### src/rtl/run_ctrl_pkg.sv
// run_ctrl_pkg: shared types and default constants for the run controller.
// Optional feature macro used by run_ctrl: RUN_CTRL_TRACE_EN.
package run_ctrl_pkg;

  localparam int CNT_W_DEF    = 16;
  localparam int RST_HOLD_DEF = 4;

  typedef enum logic [1:0] {
    ST_IDLE  = 2'd0,
    ST_RESET = 2'd1,
    ST_RUN   = 2'd2,
    ST_DONE  = 2'd3
  } state_t;

  // Width of the reset-hold down-counter; never narrower than one bit.
  function automatic int hold_w(input int hold);
    return (hold > 1) ? $clog2(hold) : 1;
  endfunction

endpackage

### src/rtl/run_ctrl_hold_cnt.sv
// run_ctrl_hold_cnt: loadable down-counter that times the core reset window.
// The counter stops at zero; zero is the "hold finished" flag.
module run_ctrl_hold_cnt #(
  parameter int W = 2
) (
  input  logic         clk,
  input  logic         rst,
  input  logic         load,
  input  logic         dec,
  input  logic [W-1:0] load_val,
  output logic         zero
);

  logic [W-1:0] cnt_q;

  // Load has priority; decrement stops at zero.
  always_ff @(posedge clk or negedge rst) begin
    if (!rst) begin
      cnt_q <= '0;
    end else if (load) begin
      cnt_q <= load_val;
    end else if (dec && (cnt_q != '0)) begin
      cnt_q <= cnt_q - W'(1);
    end
  end

  assign zero = (cnt_q == '0);

endmodule

### src/rtl/run_ctrl.sv
// run_ctrl: sequences parallel cores through reset, run and completion.
// Optional feature: define RUN_CTRL_TRACE_EN to add the halt_cycle output,
// which records the cycle count at which each channel halted.
//
// Handshake: start is a single-cycle request, accepted only in IDLE or DONE
// (no ready signal; requests in RESET/RUN are dropped). halt_in is a level
// that is only observed in RUN. dbg_state exposes the FSM state.
module run_ctrl
  import run_ctrl_pkg::*;
#(
  parameter int NUM_CH   = 2,
  parameter int CNT_W    = CNT_W_DEF,
  parameter int RST_HOLD = RST_HOLD_DEF
) (
  input  logic                     clk,
  input  logic                     rst,
  input  logic                     start,
  input  logic [NUM_CH-1:0]        fwd_mask,
  input  logic [CNT_W-1:0]         max_cycles,
  input  logic [NUM_CH-1:0]        halt_in,
  output logic [NUM_CH-1:0]        core_rst,
  output logic [NUM_CH-1:0]        forward_en,
  output logic [CNT_W-1:0]         cycle_cnt,
  output logic                     busy,
  output logic                     done,
  output logic                     timeout,
`ifdef RUN_CTRL_TRACE_EN
  output logic [NUM_CH*CNT_W-1:0]  halt_cycle,
`endif
  output state_t                   dbg_state
);

  localparam int HOLD_W = hold_w(RST_HOLD);

  state_t              state_q, state_d;
  logic [NUM_CH-1:0]   halted_q;
  logic [CNT_W-1:0]    limit_q;
  logic [CNT_W-1:0]    cnt_q;
  logic [NUM_CH-1:0]   fwd_q;
  logic                timeout_q;
  logic                start_ok;
  logic                all_halt;
  logic                limit_hit;
  logic                hold_zero;

  // A zero limit disables the timeout; otherwise the last RUN cycle is limit-1.
  assign start_ok  = start && ((state_q == ST_IDLE) || (state_q == ST_DONE));
  assign all_halt  = &(halted_q | halt_in);
  assign limit_hit = (limit_q != '0) && (cnt_q == (limit_q - CNT_W'(1)));

  run_ctrl_hold_cnt #(.W(HOLD_W)) u_hold (
    .clk      (clk),
    .rst      (rst),
    .load     (start_ok),
    .dec      (state_q == ST_RESET),
    .load_val (HOLD_W'(RST_HOLD - 1)),
    .zero     (hold_zero)
  );

  // State register.
  always_ff @(posedge clk or negedge rst) begin
    if (!rst) state_q <= ST_IDLE;
    else      state_q <= state_d;
  end

  // Next-state logic; halting beats the limit when both occur together.
  always_comb begin
    state_d = state_q;
    case (state_q)
      ST_IDLE, ST_DONE: if (start_ok)              state_d = ST_RESET;
      ST_RESET:         if (hold_zero)             state_d = ST_RUN;
      ST_RUN:           if (all_halt || limit_hit) state_d = ST_DONE;
      default:                                     state_d = ST_IDLE;
    endcase
  end

  // Run datapath: latch config on start, count and collect halts in RUN.
  always_ff @(posedge clk or negedge rst) begin
    if (!rst) begin
      fwd_q     <= '0;
      limit_q   <= '0;
      cnt_q     <= '0;
      timeout_q <= 1'b0;
      halted_q  <= '0;
    end else if (start_ok) begin
      fwd_q     <= fwd_mask;
      limit_q   <= max_cycles;
      cnt_q     <= '0;
      timeout_q <= 1'b0;
      halted_q  <= '0;
    end else if (state_q == ST_RUN) begin
      if (!(&cnt_q)) cnt_q <= cnt_q + CNT_W'(1);
      halted_q <= halted_q | halt_in;
      if (!all_halt && limit_hit) timeout_q <= 1'b1;
    end
  end

`ifdef RUN_CTRL_TRACE_EN
  logic [NUM_CH*CNT_W-1:0] trace_q;

  // Capture the cycle count at the first RUN cycle each channel reports halt.
  always_ff @(posedge clk or negedge rst) begin
    if (!rst) begin
      trace_q <= '0;
    end else if (start_ok) begin
      trace_q <= '0;
    end else if (state_q == ST_RUN) begin
      for (int i = 0; i < NUM_CH; i++) begin
        if (halt_in[i] && !halted_q[i]) trace_q[i*CNT_W +: CNT_W] <= cnt_q;
      end
    end
  end

  assign halt_cycle = trace_q;
`endif

  // Outputs decoded from the registered state.
  always_comb begin
    core_rst = '1;
    if (state_q == ST_RUN) core_rst = halted_q;
  end

  assign forward_en = fwd_q;
  assign cycle_cnt  = cnt_q;
  assign busy       = (state_q == ST_RESET) || (state_q == ST_RUN);
  assign done       = (state_q == ST_DONE);
  assign timeout    = timeout_q;
  assign dbg_state  = state_q;

endmodule
### config.mk
export PLATFORM = sky130hd
export DESIGN_NAME = run_ctrl
export DESIGN_NICKNAME = d
export VERILOG_FILES = /design/src/rtl/run_ctrl_pkg.sv /design/src/rtl/run_ctrl_hold_cnt.sv /design/src/rtl/run_ctrl.sv
export SDC_FILE = /design/constraint.sdc
export NUM_CORES = 1
export LEC_CHECK = 0
export BUFFER_PORTS_ARGS = -buffer_cell sky130_fd_sc_hd__clkbuf_2
export CAP_MARGIN = 20
export CORE_ASPECT_RATIO = 1.75
export CORE_MARGIN = 1
export CORE_UTILIZATION = 35
export CTS_CLUSTER_DIAMETER = 60
export CTS_CLUSTER_SIZE = 24
export DETAILED_ROUTE_END_ITERATION = 10
export SLEW_MARGIN = 25
export SYNTH_ARGS = -nofsm -noshare
export SYNTH_HDL_FRONTEND = slang
export SYNTH_SLANG_ARGS = --single-unit
### constraint.sdc
create_clock -name clk -period 4.7 [get_ports clk]
set_input_delay 0.47 -clock clk [delete_from_list [all_inputs] [get_ports clk]]
set_output_delay 0.47 -clock clk [all_outputs]
set_load 0.01 [all_outputs]
# Word-level counts from Yosys, hierarchy flattened
# Cells that the tools add are included.
dict set report word_totals {
  register_bits 41
  word_cells 55
}
dict set report op_classes {
  reduce_logical 21
  n_mux 15
  n_eq_ne 8
  add_sub_neg 3
  bitwise_logic 1
}
# op count
set op_table {}
lappend op_table {{16-bit 2-to-1 mux} 3}
lappend op_table {{16-bit by 1-bit adder with 16-bit output (second input constant)} 1}
lappend op_table {{16-bit == test} 1}
lappend op_table {{2-bit 2-to-1 mux} 8}
lappend op_table {{16-bit AND reduction} 1}
lappend op_table {{16-bit nonzero test} 1}
lappend op_table {{16-bit by 1-bit subtractor with 16-bit output (second input constant)} 1}
lappend op_table {{2-bit != test (second input constant)} 4}
lappend op_table {{2-bit nonzero test} 4}
lappend op_table {{2-bit case mux with 3 select lines} 1}
lappend op_table {{2-bit AND reduction} 3}
lappend op_table {{2-bit == test (second input constant)} 2}
lappend op_table {{1-bit logical AND} 4}
lappend op_table {{2-bit zero test} 2}
lappend op_table {{1-bit logical OR} 3}
lappend op_table {{1-bit 2-to-1 mux} 3}
lappend op_table {{3-bit AND reduction} 1}
lappend op_table {{2-bit by 1-bit == test with 1-bit output (second input constant)} 1}
lappend op_table {{2-bit OR} 1}
lappend op_table {{2-bit OR reduction} 1}
lappend op_table {{2-bit by 1-bit subtractor with 2-bit output (second input constant)} 1}
lappend op_table {{1-bit zero test} 1}

# Logic depth before layout (Yosys ltp)
# Gate-level depths: netlist of the first run.
dict set report logic_depth {
  word_depth 7
  depth_mapped 9
  ltp_nobuf 9
}

# Modules after synthesis
# From an unflattened synthesis of the first run, not the netlist that was laid out.
dict set report hier_totals {
  cells_unflattened 297
  area_unflattened_um2 2497.4
}
# mod n_inst cells_per_inst area_per_inst_um2
set by_module_without_submodules {}
lappend by_module_without_submodules {run_ctrl 1 284 2364.8}
lappend by_module_without_submodules {run_ctrl_hold_cnt 1 13 132.6}

# Worst setup path before layout of the first run
# OpenSTA, ideal clock, no wires.
dict set report synth_timing {
  path_type {flip-flop to flip-flop}
  start {reg limit_q[0]}
  end {reg state_q[1] (netlist: dbg_state[1])}
  stages_incl_launch_ff 10
  arrival_ps 1998
  path_slack_ps 2571
  required_time_ps 4569
  n_path_buf 0
  cell_sequence {dfrtp_1 inv_1 ha_1 nand2b_1 a21oi_1 a311o_1 a221oi_1 and4_4 nor4b_1 nor3_1}
}
dict set report synth_via {
  elab_chain_len 6
  elab_cells_between_ends 7
  cone_classes {1 x add/sub; 2 x eq/ne; 4 x reduce/logical}
}
# item line_no
set synth_rtl {}
lappend synth_rtl {{from (decl)} run_ctrl.sv:37} ;# logic [CNT_W-1:0] limit_q;
lappend synth_rtl {{from (signal assigned)} run_ctrl.sv:87} ;# limit_q <= max_cycles;
lappend synth_rtl {{16-bit by 1-bit subtractor with 16-bit output} run_ctrl.sv:49} ;# assign limit_hit = (limit_q != '0) && (cnt_q == (limit_q - CNT_W'(1)));
lappend synth_rtl {{16-bit == test} run_ctrl.sv:49}
lappend synth_rtl {{1-bit logical AND (*)} run_ctrl.sv:49}
lappend synth_rtl {{1-bit logical OR (*)} run_ctrl.sv:72} ;# ST_RUN: if (all_halt || limit_hit) state_d = ST_DONE;
lappend synth_rtl {{2-bit != test (no source line) (*)} n/a}
lappend synth_rtl {{3-bit AND reduction (no source line) (*)} n/a}
lappend synth_rtl {{to (signal assigned)} run_ctrl.sv:63} ;# else state_q <= state_d;
lappend synth_rtl {{to (decl)} run_ctrl.sv:35} ;# state_t state_q, state_d;
# Mark *: on every way between the ends. The rest lies on a longest branch, timed or not.
# A chain may end at the register's enable or synchronous reset.

# Worst setup path in the final report of the first run
dict set report layout_timing {
  start {reg limit_q[3]}
  end {reg state_q[1] (netlist: dbg_state[1])}
}
# Same word-level chain as after synthesis.

==> reports/qor.json, run 1 <==
{
  "status": {"value": "finished clean"},
  "gr-usage-all-layers": {"value": 18.25, "unit": "%"},
  "clock-sinks": {"value": 41},
  "layout_setup_ws": {"value": 2289, "unit": "ps"},
  "critical_path.startpoint_type": {"value": "flop"},
  "routed-wl-met2": {"value": 3.266, "unit": "mm"},
  "remaining_antenna_violation_count": {"value": 0},
  "post_route_cells_drive_above_1_share": {"value": 20.19, "unit": "%"},
  "hold_class": {"value": "in -> async"},
  "critPathArrivalTime": {"value": 2580, "unit": "ps"},
  "layout-area-overhead-vs-synth": {"value": 18.00, "unit": "%"},
  "required": {"value": 4870, "unit": "ps"},
  "critPathKind": {"value": "reg -> reg"},
  "total_power": {"value": 1.729, "unit": "mW"},
  "crit_path_end_kind": {"value": "flop"},
  "ys_warn_count": {"value": 0},
  "cts_buffer_depth": {"value": 2},
  "dr.max_layer_used": {"value": "met4"},
  "synth_top_cells_by_area": {"value": "dfrtp_1 42%, nand2_1 9.8%, xnor2_1 5.7%"},
  "gp_congestion": {"value": 0.8846},
  "power_leakage": {"value": 1.391, "unit": "nW"},
  "cts_inserted_buffers": {"value": 5},
  "placement_rows": {"value": 40},
  "clock_insertion_delay_worst_skew": {"value": 290, "unit": "ps"},
  "final.period_utilization": {"value": 51.29, "unit": "%"},
  "floorplan.die.height": {"value": 112.8, "unit": "um"},
  "avgViaCountPerCell": {"value": 5.103},
  "avgRoutedWirePerCell": {"value": 14.84, "unit": "um"},
  "rsz0062_at_grt": {"value": "false"},
  "nets": {"value": 351},
  "coreArea": {"value": 6807, "unit": "um^2"},
  "dpl_worst_slack": {"value": 2235, "unit": "ps"},
  "route.layer.met1.wl": {"value": 2.479, "unit": "mm"},
  "synth.most_common_cell": {"value": "nand2_1"},
  "number_of_global_route_vias_before_repair": {"value": 2036},
  "top_level_ports": {"value": 48},
  "period_minus_slack": {"value": 2411, "unit": "ps"},
  "post-route-util": {"value": 42.54, "unit": "%"},
  "total_area_of_multi_input_combinational_cells": {"value": 1316, "unit": "um^2"},
  "yosys_register_bits": {"value": 41},
  "grt_antenna_before_repair": {"value": 0},
  "hpwlAfterDp": {"value": 4.521, "unit": "mm"},
  "wl": {"value": 6.025, "unit": "mm"},
  "synth_enable_flop_cells": {"value": 0},
  "total_setup_buffers_inserted_after_cts": {"value": 0},
  "syn_avg_cell_area": {"value": 8.858, "unit": "um^2"},
  "synthesis.instances": {"value": 277},
  "drtIter0Drc": {"value": 75},
  "dpl-instance-area": {"value": 2738, "unit": "um^2"},
  "timing.fmax": {"value": 414.8, "unit": "MHz"},
  "fp.dieArea": {"value": 7362, "unit": "um^2"},
  "fin_tns_setup": {"value": 0, "unit": "ps"},
  "antenna_cells_inserted": {"value": 0},
  "ctsHtreeMaxLevel": {"value": 2},
  "synth_common_cells": {"value": "64 x nand2_1, 41 x dfrtp_1, 24 x nor2_1, 16 x xnor2_1, 16 x xor2_1"},
  "max_slew_margin": {"value": 58.63, "unit": "%"},
  "synthesized_cell_area": {"value": 2454, "unit": "um^2"},
  "finalInstanceArea": {"value": 2895, "unit": "um^2"},
  "cts_resized": {"value": 0},
  "route.vias.total": {"value": 2072},
  "drv_slew": {"value": 0},
  "dr_wl_met3": {"value": 139, "unit": "um"},
  "chipWidth": {"value": 65.29, "unit": "um"},
  "synth_area_leader_cell": {"value": "dfrtp_1"},
  "timing.max_cap.violations": {"value": 0},
  "tightest_slew": {"value": 620.5, "unit": "ps"},
  "fin_worst_skew": {"value": 6.516, "unit": "ps"},
  "wire_length_of_the_first_global_routing_pass": {"value": 10.27, "unit": "mm"},
  "first_pass_iters": {"value": 6},
  "cts_tree": {"value": "done"},
  "worst_setup_hold_path_clk_slew": {"value": 60, "unit": "ps"},
  "hold_buffers": {"value": 0},
  "power.ir.vdd_worst": {"value": 0.0001849, "unit": "V"},
  "place.port_buffers": {"value": 47},
  "synth_cell_types": {"value": 50},
  "finish.cell_count_without_fillers": {"value": 406},
  "report.final.hold_viol_count": {"value": 0},
  "critical_path_peak_fanout": {"value": 9},
  "finalSetupViolCount": {"value": 0},
  "grt_overflow": {"value": 0},
  "library_cell_used_as_clock_root_buffer": {"value": "clkbuf_16"},
  "yosys_most_used_dff": {"value": "dfrtp_1"},
  "asyncSetResetFlopFracSynth": {"value": 100.0, "unit": "%"},
  "proportion_of_synthesized_chip_area_in_sequential_cells": {"value": 41.82, "unit": "%"},
  "initial_utilization": {"value": 36.05, "unit": "%"},
  "fillCellCount": {"value": 739},
  "hold_slack": {"value": 201.4, "unit": "ps"},
  "dp_cells": {"value": 398},
  "grt_start_max_net_pins": {"value": 42},
  "number_of_nets_produced_by_synthesis": {"value": 307},
  "remaining_drc_errors": {"value": 0},
  "synth_top_cell_area_share": {"value": 41.82, "unit": "%"},
  "total_power_density_per_cell_area": {"value": 597.3, "unit": "nW/um^2"},
  "ff_latch_area": {"value": 1026, "unit": "um^2"}
}
## routing by layer
layer  up-vias  track usage, %
li1       1027               -
met5         -               0
met4         0           7.971
met3         9           2.520
met2        37           32.03
met1       999           21.52
## placed cells by master, fill, tap and decap left out, drive strengths merged, types with 2 or more instances in the layout
cell type,count
nor3,12
xor2,16
nand2,64
nor4,3
o31ai,3
o21ai,5
o22ai,2
nor2b,3
a221oi,2
mux2i,3
and4,4
inv,12
nor2,24
ha,7
and2,2
xnor2,16
clkbuf,54
nand4,6
a311o,2
nand3b,2
a21oi,7
and3,2
dfrtp,41
nand3,6
nand2b,5
## path summary, 6_finish.rpt
check | startpoint | end | slack [ps] | depth (start not counted)
setup reg to reg | limit_q[3] | dbg_state[1] | 2290 | 7
min in group clk | fwd_mask[0] | forward_en[0] | 370 | 3
hold / removal | rst | timeout | 200 | 1
max in group asynchronous | rst | cycle_cnt[14] | 4090 | 1
hold reg to reg | forward_en[0] | forward_en[0] | 500 | 2
setup / recovery | limit_q[3] | dbg_state[1] | 2290 | 7
## kinds of logic after synthesis
logic type      after synthesis  share of synthesized area [%]
simple gates                138                          27.49
flops                        41                          41.82
compound gates               33                          9.945
xor+xnor                     32                          11.42
buf+inv                      23                          4.538
fa+ha+maj                     7                          3.569
mux                           3                          1.224
## worst max-delay path, cell delays in order, from the launching register on
cell	delay [ps]
dfrtp_1	480
nor4_4	500
nand2_1	200
xnor2_1	210
a311oi_1	280
and4_4	290
nor4b_1	250
nor3_1	80
## final cells by class
type	instances	share of cell area, %
repair buffers	48	8.470
clock inverters	1	0.1729
clock buffers	7	5.272
inverters	12	1.556
multi-input cells	213	45.46
flip-flops and latches	41	35.44
well taps	84	3.630
## flip-flops by register name (all words and copies together) (netlist names)
name          cells
limit_q          16
dbg_state         2
u_hold.cnt_q      2
cycle_cnt        16
forward_en        2
timeout           1
halted_q          2
## report_power, final
group | total (mW) | switching, mW | internal [mW] | leakage (nW)
combinational | 0.756 | 0.449 | 0.307 | 0.784
clock | 0.364 | 0.139 | 0.225 | 0.0799
sequential | 0.609 | 0.144 | 0.465 | 0.527
No activity file was read; power rests on OpenSTA's default activity.
==> run 2, diff against run 1 <==
clock period = 2.2 ns   (was 4.7 ns; I/O delays follow)
==> reports/qor.json, run 2 (same netlist as run 1, synthesis figures left out) <==
{
  "avgViaCountPerCell": {"value": 5.048, "change": "-1.1%"},
  "rsz0062_at_grt": {"value": "false"},
  "library_cell_used_as_clock_root_buffer": {"value": "clkbuf_16"},
  "final_common_cell": {"value": "nand2_1"},
  "fillCellCount": {"value": 715, "change": "-3.2%"},
  "status": {"value": "finished clean"},
  "floorplan.die.height": {"value": 112.8, "unit": "um", "change": "unchanged"},
  "timing.max_cap.violations": {"value": 0, "change": "unchanged"},
  "report.final.hold_viol_count": {"value": 0, "change": "unchanged"},
  "route.vias.total": {"value": 2186, "change": "+5.5%"},
  "layout-area-overhead-vs-synth": {"value": 28.30, "unit": "%"},
  "finalInstanceArea": {"value": 3148, "unit": "um^2", "change": "+8.7%"},
  "timing.fmax": {"value": 473.1, "unit": "MHz", "change": "+14%"},
  "drtIter0Drc": {"value": 60, "change": "-20%"},
  "number_of_global_route_vias_before_repair": {"value": 2238, "change": "+9.9%"},
  "wire_length_of_the_first_global_routing_pass": {"value": 9.970, "unit": "mm", "change": "-2.9%"},
  "critPathKind": {"value": "reg -> reg"},
  "clock_insertion_delay_worst_skew": {"value": 280, "unit": "ps", "change": "about the same"},
  "power.ir.vdd_worst": {"value": 0.0005006, "unit": "V", "change": "+170%"},
  "ff_latch_area": {"value": 1026, "unit": "um^2", "change": "unchanged"},
  "ctsHtreeMaxLevel": {"value": 2, "change": "unchanged"},
  "cts_buffer_depth": {"value": 2, "change": "unchanged"},
  "finalSetupViolCount": {"value": 0, "change": "unchanged"},
  "period_minus_slack": {"value": 2114, "unit": "ps", "change": "-296.8 ps"},
  "gr-usage-all-layers": {"value": 17.75, "unit": "%", "change": "-0.50 points"},
  "dpl_worst_slack": {"value": -40.77, "unit": "ps", "change": "-2276 ps"},
  "worst_path_max_stage_delay": {"value": 370, "unit": "ps", "change": "-130 ps"},
  "dpl-instance-area": {"value": 2923, "unit": "um^2", "change": "+6.8%"},
  "most-common-layout-cells": {"value": "63 x nand2_1, 47 x clkbuf_2, 41 x dfrtp_1, 27 x buf_4, 24 x nor2_1"},
  "hold_class": {"value": "in -> reg"},
  "finish.cell_count_without_fillers": {"value": 433, "change": "+6.7%"},
  "grt_antenna_before_repair": {"value": 0, "change": "unchanged"},
  "drv_slew": {"value": 0, "change": "unchanged"},
  "critical_path_peak_fanout": {"value": 6, "change": "-3"},
  "chipWidth": {"value": 65.29, "unit": "um", "change": "unchanged"},
  "cp.buffers_inverters": {"value": 1, "change": "+1"},
  "place.port_buffers": {"value": 47, "change": "unchanged"},
  "grt_overflow": {"value": 0, "change": "unchanged"},
  "clock-sinks": {"value": 41, "change": "unchanged"},
  "post-route-util": {"value": 46.25, "unit": "%", "change": "+3.7 points"},
  "first_pass_iters": {"value": 6, "change": "unchanged"},
  "cts_tree": {"value": "done"},
  "top_level_ports": {"value": 48, "change": "unchanged"},
  "coreArea": {"value": 6807, "unit": "um^2", "change": "unchanged"},
  "worst_setup_hold_path_clk_slew": {"value": 60, "unit": "ps", "change": "about the same"},
  "hold_slack": {"value": 127.0, "unit": "ps", "change": "-74.36 ps"},
  "critical_path.startpoint_type": {"value": "flop"},
  "critPathArrivalTime": {"value": 2270, "unit": "ps", "change": "-310 ps"},
  "nets": {"value": 379, "change": "+8.0%"},
  "power_leakage": {"value": 1.541, "unit": "nW", "change": "+11%"},
  "fp.dieArea": {"value": 7362, "unit": "um^2", "change": "unchanged"},
  "total_area_of_multi_input_combinational_cells": {"value": 1370, "unit": "um^2", "change": "+4.1%"},
  "remaining_antenna_violation_count": {"value": 0, "change": "unchanged"},
  "total_power": {"value": 4.032, "unit": "mW", "change": "+130%"},
  "required": {"value": 2360, "unit": "ps", "change": "-2510 ps"},
  "wl": {"value": 6.081, "unit": "mm", "change": "+0.93%"},
  "timing.critical_path.slowest_stage_cell": {"value": "dfrtp_1"},
  "placement_rows": {"value": 40, "change": "unchanged"},
  "critical_path_cell_list": {"value": "inv_1 -> ha_4 -> nand2b_1 -> a21oi_1 -> a311o_1 -> a221oi_2 -> and4_4 -> nor4b_2 -> nor3_1"},
  "antenna_cells_inserted": {"value": 0, "change": "unchanged"},
  "remaining_drc_errors": {"value": 0, "change": "unchanged"},
  "cts_inserted_buffers": {"value": 5, "change": "unchanged"},
  "gp_congestion": {"value": 0.8454, "change": "-4.4%"},
  "total_power_density_per_cell_area": {"value": 1281, "unit": "nW/um^2", "change": "+110%"},
  "dp_cells": {"value": 423, "change": "+6.3%"},
  "post_route_cells_drive_above_1_share": {"value": 28.37, "unit": "%", "change": "+8.2 points"},
  "crit_path_end_kind": {"value": "flop"},
  "tightest_slew": {"value": 601.1, "unit": "ps", "change": "-19.40 ps"},
  "hpwlAfterDp": {"value": 4.790, "unit": "mm", "change": "+6.0%"},
  "max_slew_margin": {"value": 59.83, "unit": "%", "change": "+1.2 points"},
  "fin_worst_skew": {"value": 2.508, "unit": "ps", "change": "-4.008 ps"},
  "layout_setup_ws": {"value": 86.15, "unit": "ps", "change": "-2203 ps"},
  "grt_start_max_net_pins": {"value": 22, "change": "-48%"},
  "final.period_utilization": {"value": 96.08, "unit": "%", "change": "+45 points"},
  "fin_tns_setup": {"value": 0, "unit": "ps", "change": "unchanged"},
  "critical-path-top-delay-family": {"value": "compound AO/OA/AOI/OAI gates"},
  "avgRoutedWirePerCell": {"value": 14.04, "unit": "um", "change": "-5.4%"},
  "initial_utilization": {"value": 36.05, "unit": "%", "change": "unchanged"}
}
run 2: path summary, 6_finish.rpt:
check / slack (ps) / end / cells after the start / startpoint
max in group asynchronous: 1410 / limit_q[5] / 3 / rst
worst max-delay path: 90 / dbg_state[1] / 9 / limit_q[1]
worst max register to register: 90 / dbg_state[1] / 9 / limit_q[1]
min in group asynchronous: 310 / timeout / 2 / rst
worst min-delay path: 130 / limit_q[13] / 3 / max_cycles[13]
worst min register to register: 470 / forward_en[1] / 2 / forward_en[1]
run 2: report_power, final:
group	internal [mW]	total, mW	switching (mW)
combinational	0.947	2.11	1.16
clock	0.445	0.711	0.266
sequential	0.995	1.21	0.216
run 2: final cells by class:
type | instances | share of cell area [%]
clock buffers | 7 | 4.531
inverters | 12 | 1.431
repair buffers | 76 | 14.59
flip-flops and latches | 41 | 32.59
multi-input cells | 213 | 43.52
well taps | 84 | 3.339
run 2: per-layer routing:
layer	up-vias	GRT usage, %	part of all wire (%)
met3	17	2.823	2.9
li1	1083	-	-
met4	0	11.01	4.3
met1	1039	17.87	39
met5	-	0	0
met2	47	32.65	54
run 2: tightest hold or removal path: stages:
cell,delay [ps]
clkbuf_2,70
nand2_1,40
nand2_1,40
run 2: what timing repair did:
item	4_1_cts	5_1_grt
pin swaps	1	4
endpoints found under the hold margin	5	0
hold buffers	1	0
buffers inserted	1	1
endpoints found under the setup margin	1	3
resized for setup	2	9
gates cloned	0	0
==> run 3, diff against run 2 <==
ABC_AREA = 1   (was not set)
CTS_BUF_LIST = sky130_fd_sc_hd__clkbuf_2   (was not set)
CTS_CLUSTER_DIAMETER = 150   (was 60)
==> reports/qor.json, run 3 <==
{
  "status": {"value": "finished clean"},
  "critical_path_cell_list": {"value": "inv_2 -> ha_4 -> nand2_2 -> nor2_4 -> nand2_1 -> xor2_1 -> nand4_1 -> nor2_2 -> nand2_1 -> nand2_2 -> nand2_1 -> nand2_1 -> nand2_1"},
  "gp_congestion": {"value": 0.8265, "change": "-2.2%"},
  "drv_slew": {"value": 0, "change": "unchanged"},
  "cts_tree": {"value": "done"},
  "most-common-layout-cells": {"value": "119 x nand2_1, 53 x clkbuf_2, 51 x inv_1, 41 x dfrtp_1, 28 x nor2_1"},
  "cts_inserted_buffers": {"value": 5, "change": "unchanged"},
  "worst_setup_hold_path_clk_slew": {"value": 200, "unit": "ps", "change": "+140 ps"},
  "timing.max_cap.violations": {"value": 0, "change": "unchanged"},
  "coreArea": {"value": 7182, "unit": "um^2", "change": "+5.5%"},
  "ctsHtreeMaxLevel": {"value": 2, "change": "unchanged"},
  "route.vias.total": {"value": 2510, "change": "+15%"},
  "number_of_nets_produced_by_synthesis": {"value": 398, "change": "+30%"},
  "clock_insertion_delay_worst_skew": {"value": 420, "unit": "ps", "change": "+140 ps"},
  "yosys_register_bits": {"value": 41, "change": "unchanged"},
  "final_common_cell": {"value": "nand2_1"},
  "grt_antenna_before_repair": {"value": 0, "change": "unchanged"},
  "tightest_slew": {"value": 362.3, "unit": "ps", "change": "-238.8 ps"},
  "critPathArrivalTime": {"value": 2360, "unit": "ps", "change": "+90 ps"},
  "critPathKind": {"value": "reg -> reg"},
  "gr-usage-all-layers": {"value": 18.76, "unit": "%", "change": "+1.0 points"},
  "report.final.hold_viol_count": {"value": 0, "change": "unchanged"},
  "synth_cell_types": {"value": 26, "change": "-48%"},
  "avgViaCountPerCell": {"value": 4.745, "change": "-6.0%"},
  "total_power_density_per_cell_area": {"value": 1116, "unit": "nW/um^2", "change": "-13%"},
  "synth_top_cells_by_area": {"value": "dfrtp_1 40%, nand2_1 17%, inv_1 7.4%"},
  "cts_buffer_depth": {"value": 2, "change": "unchanged"},
  "reg2regPathDepth": {"value": 13, "change": "+4"},
  "required": {"value": 2510, "unit": "ps", "change": "+150 ps"},
  "synth_enable_flop_cells": {"value": 0, "change": "unchanged"},
  "synth_top_cell_area_share": {"value": 39.61, "unit": "%", "change": "-2.2 points"},
  "synthesized_cell_area": {"value": 2590, "unit": "um^2", "change": "+5.6%"},
  "wl": {"value": 6.714, "unit": "mm", "change": "+10%"},
  "post-route-util": {"value": 44.67, "unit": "%", "change": "-1.6 points"},
  "asyncSetResetFlopFracSynth": {"value": 100.0, "unit": "%", "change": "unchanged"},
  "synthesis.instances": {"value": 368, "change": "+33%"},
  "grt_overflow": {"value": 0, "change": "unchanged"},
  "place.port_buffers": {"value": 47, "change": "unchanged"},
  "worst_path_max_stage_delay": {"value": 430, "unit": "ps", "change": "+60 ps"},
  "rsz0062_at_grt": {"value": "false"},
  "syn_avg_cell_area": {"value": 7.038, "unit": "um^2", "change": "-21%"},
  "synth_area_leader_cell": {"value": "dfrtp_1"},
  "drtIter0Drc": {"value": 68, "change": "+13%"},
  "layout_setup_ws": {"value": 158.0, "unit": "ps", "change": "+71.89 ps"},
  "crit_path_end_kind": {"value": "flop"},
  "fin_worst_skew": {"value": 28.33, "unit": "ps", "change": "+25.83 ps"},
  "timing.fmax": {"value": 489.7, "unit": "MHz", "change": "+3.5%"},
  "ff_latch_area": {"value": 1026, "unit": "um^2", "change": "unchanged"},
  "hold_class": {"value": "in -> reg"},
  "layout-area-overhead-vs-synth": {"value": 23.86, "unit": "%"},
  "fillCellCount": {"value": 793, "change": "+11%"},
  "initial_utilization": {"value": 36.06, "unit": "%", "change": "about the same"},
  "total_area_of_multi_input_combinational_cells": {"value": 1356, "unit": "um^2", "change": "-1.0%"},
  "most_prevalent_standard_cell_on_the_critical_path": {"value": "nand2_1"},
  "power_leakage": {"value": 1.684, "unit": "nW", "change": "+9.3%"},
  "chipWidth": {"value": 67.03, "unit": "um", "change": "+2.7%"},
  "critical_path.startpoint_type": {"value": "flop"},
  "wire_length_of_the_first_global_routing_pass": {"value": 10.75, "unit": "mm", "change": "+7.8%"},
  "timing.critical_path.slowest_stage_cell": {"value": "dfrtp_1"},
  "period_minus_slack": {"value": 2042, "unit": "ps", "change": "-71.89 ps"},
  "grt_start_max_net_pins": {"value": 27, "change": "+23%"},
  "finalSetupViolCount": {"value": 0, "change": "unchanged"},
  "nets": {"value": 473, "change": "+25%"},
  "avgRoutedWirePerCell": {"value": 12.69, "unit": "um", "change": "-9.6%"},
  "placement_rows": {"value": 41, "change": "+2.5%"},
  "fp.dieArea": {"value": 7761, "unit": "um^2", "change": "+5.4%"},
  "clock-sinks": {"value": 41, "change": "unchanged"},
  "floorplan.die.height": {"value": 115.8, "unit": "um", "change": "+2.7%"},
  "dpl_worst_slack": {"value": 113.5, "unit": "ps", "change": "+154.3 ps"},
  "power.ir.vdd_worst": {"value": 0.0004200, "unit": "V", "change": "-16%"},
  "yosys_most_used_dff": {"value": "dfrtp_1"},
  "final.period_utilization": {"value": 92.82, "unit": "%", "change": "-3.3 points"},
  "synth.most_common_cell": {"value": "nand2_1"},
  "proportion_of_synthesized_chip_area_in_sequential_cells": {"value": 39.61, "unit": "%", "change": "-2.2 points"},
  "fin_tns_setup": {"value": 0, "unit": "ps", "change": "unchanged"},
  "critical_path_peak_fanout": {"value": 8, "change": "+2"},
  "max_slew_margin": {"value": 75.66, "unit": "%", "change": "+16 points"},
  "antenna_cells_inserted": {"value": 0, "change": "unchanged"},
  "post_route_cells_drive_above_1_share": {"value": 19.86, "unit": "%", "change": "-8.5 points"},
  "remaining_antenna_violation_count": {"value": 0, "change": "unchanged"},
  "top_level_ports": {"value": 48, "change": "unchanged"},
  "hpwlAfterDp": {"value": 5.253, "unit": "mm", "change": "+9.7%"},
  "whs_path_depth": {"value": 5, "change": "+2"},
  "remaining_drc_errors": {"value": 0, "change": "unchanged"},
  "number_of_global_route_vias_before_repair": {"value": 2287, "change": "+2.2%"},
  "ys_warn_count": {"value": 0, "change": "unchanged"},
  "hold_slack": {"value": 95.26, "unit": "ps", "change": "-31.75 ps"},
  "library_cell_used_as_clock_root_buffer": {"value": "clkbuf_2"},
  "first_pass_iters": {"value": 6, "change": "unchanged"},
  "synth_common_cells": {"value": "119 x nand2_1, 51 x inv_1, 41 x dfrtp_1, 30 x nor2_1"}
}
-- run 3: cell types whose count changed in the layout (fill, tap and decap cells not counted), moves of 9 or more --
| cell | previous run | this run |
|---|---|---|
| xor2_1 | 16 | 7 |
| dlygate4sd3_1 | 1 | 19 |
| inv_1 | 11 | 51 |
| nor2_2 | 0 | 9 |
| nand3_1 | 6 | 23 |
| nand2_1 | 63 | 119 |
| buf_4 | 27 | 7 |
| xnor2_1 | 15 | 4 |
| o21ai_0 | 5 | 23 |
-- run 3: area by class of cell --
type	count	share of cell area, %
clock buffer	6	0.9360
tap	86	3.354
timing repair buffer	73	14.90
sequential	41	31.98
inverter	55	6.435
clock inverter	1	0.1170
multi-input combinational	267	42.28
-- run 3: path summary, 6_finish.rpt --
check | startpoint | to | slack [ps]
worst max-delay path | limit_q[0] | dbg_state[0] | 160
worst min-delay path | halt_in[1] | halted_q[1] | 100
worst max register to register | limit_q[0] | dbg_state[0] | 160
worst min register to register | forward_en[1] | forward_en[1] | 520
max in group asynchronous | rst | dbg_state[0] | 1470
min in group asynchronous | rst | limit_q[8] | 190
-- run 3: through the flow --
stage | instance area, um^2 | power, mW | instances
after floorplan | 2590 | 2.630 | 368
after global placement | 2959 | 3.196 | 502
after detailed placement | 2959 | 3.227 | 502
after CTS | 3173 | 3.580 | 527
after global routing | 3208 | 3.945 | 529
final | 3208 | 3.579 | 529
-- run 3: routing by layer --
metal | GRT usage (%) | vias up | wire length, um | part of all wire (%)
met2 | 33.53 | 44 | 3617 | 54
li1 | - | 1294 | - | -
met4 | 8.652 | 0 | 167 | 2.5
met5 | 0 | - | 0 | 0
met3 | 3.150 | 9 | 220 | 3.3
met1 | 20.97 | 1163 | 2708 | 40
-- run 3: critical path: cells and delay by family, from the launching register on --
family	cells	cell delay [ps]
XOR/XNOR	1	140
buffers and inverters	1	110
AND/OR/NAND/NOR	10	1080
adder cells (fa/ha/maj)	1	170
flip-flops	1	430
-- run 3: logic make-up after synthesis --
logic type / share of synthesized area, %
XOR/XNOR: 3.720
AND/OR/NAND/NOR: 35.85
adder cells (fa/ha/maj): 3.381
buffers and inverters: 8.695
flip-flops: 39.61
AO/OA/AOI/OAI: 8.744
-- run 3: what timing repair did --
action | in CTS | in global routing
setup endpoints to repair | 0 | 2
hold endpoints to repair | 29 | 1
buffers inserted | 0 | 1
hold buffers | 18 | 1
resized for setup | 0 | 4
-- run 3: power breakdown --
group | switching (mW) | total (mW) | internal [mW] | leakage (nW)
logic | 1.27 | 2.02 | 0.748 | 1.13
clock network | 0.244 | 0.318 | 0.0740 | 0.0265
registers | 0.247 | 1.25 | 0.998 | 0.529
total | 1.76 | 3.58 | 1.82 | 1.68
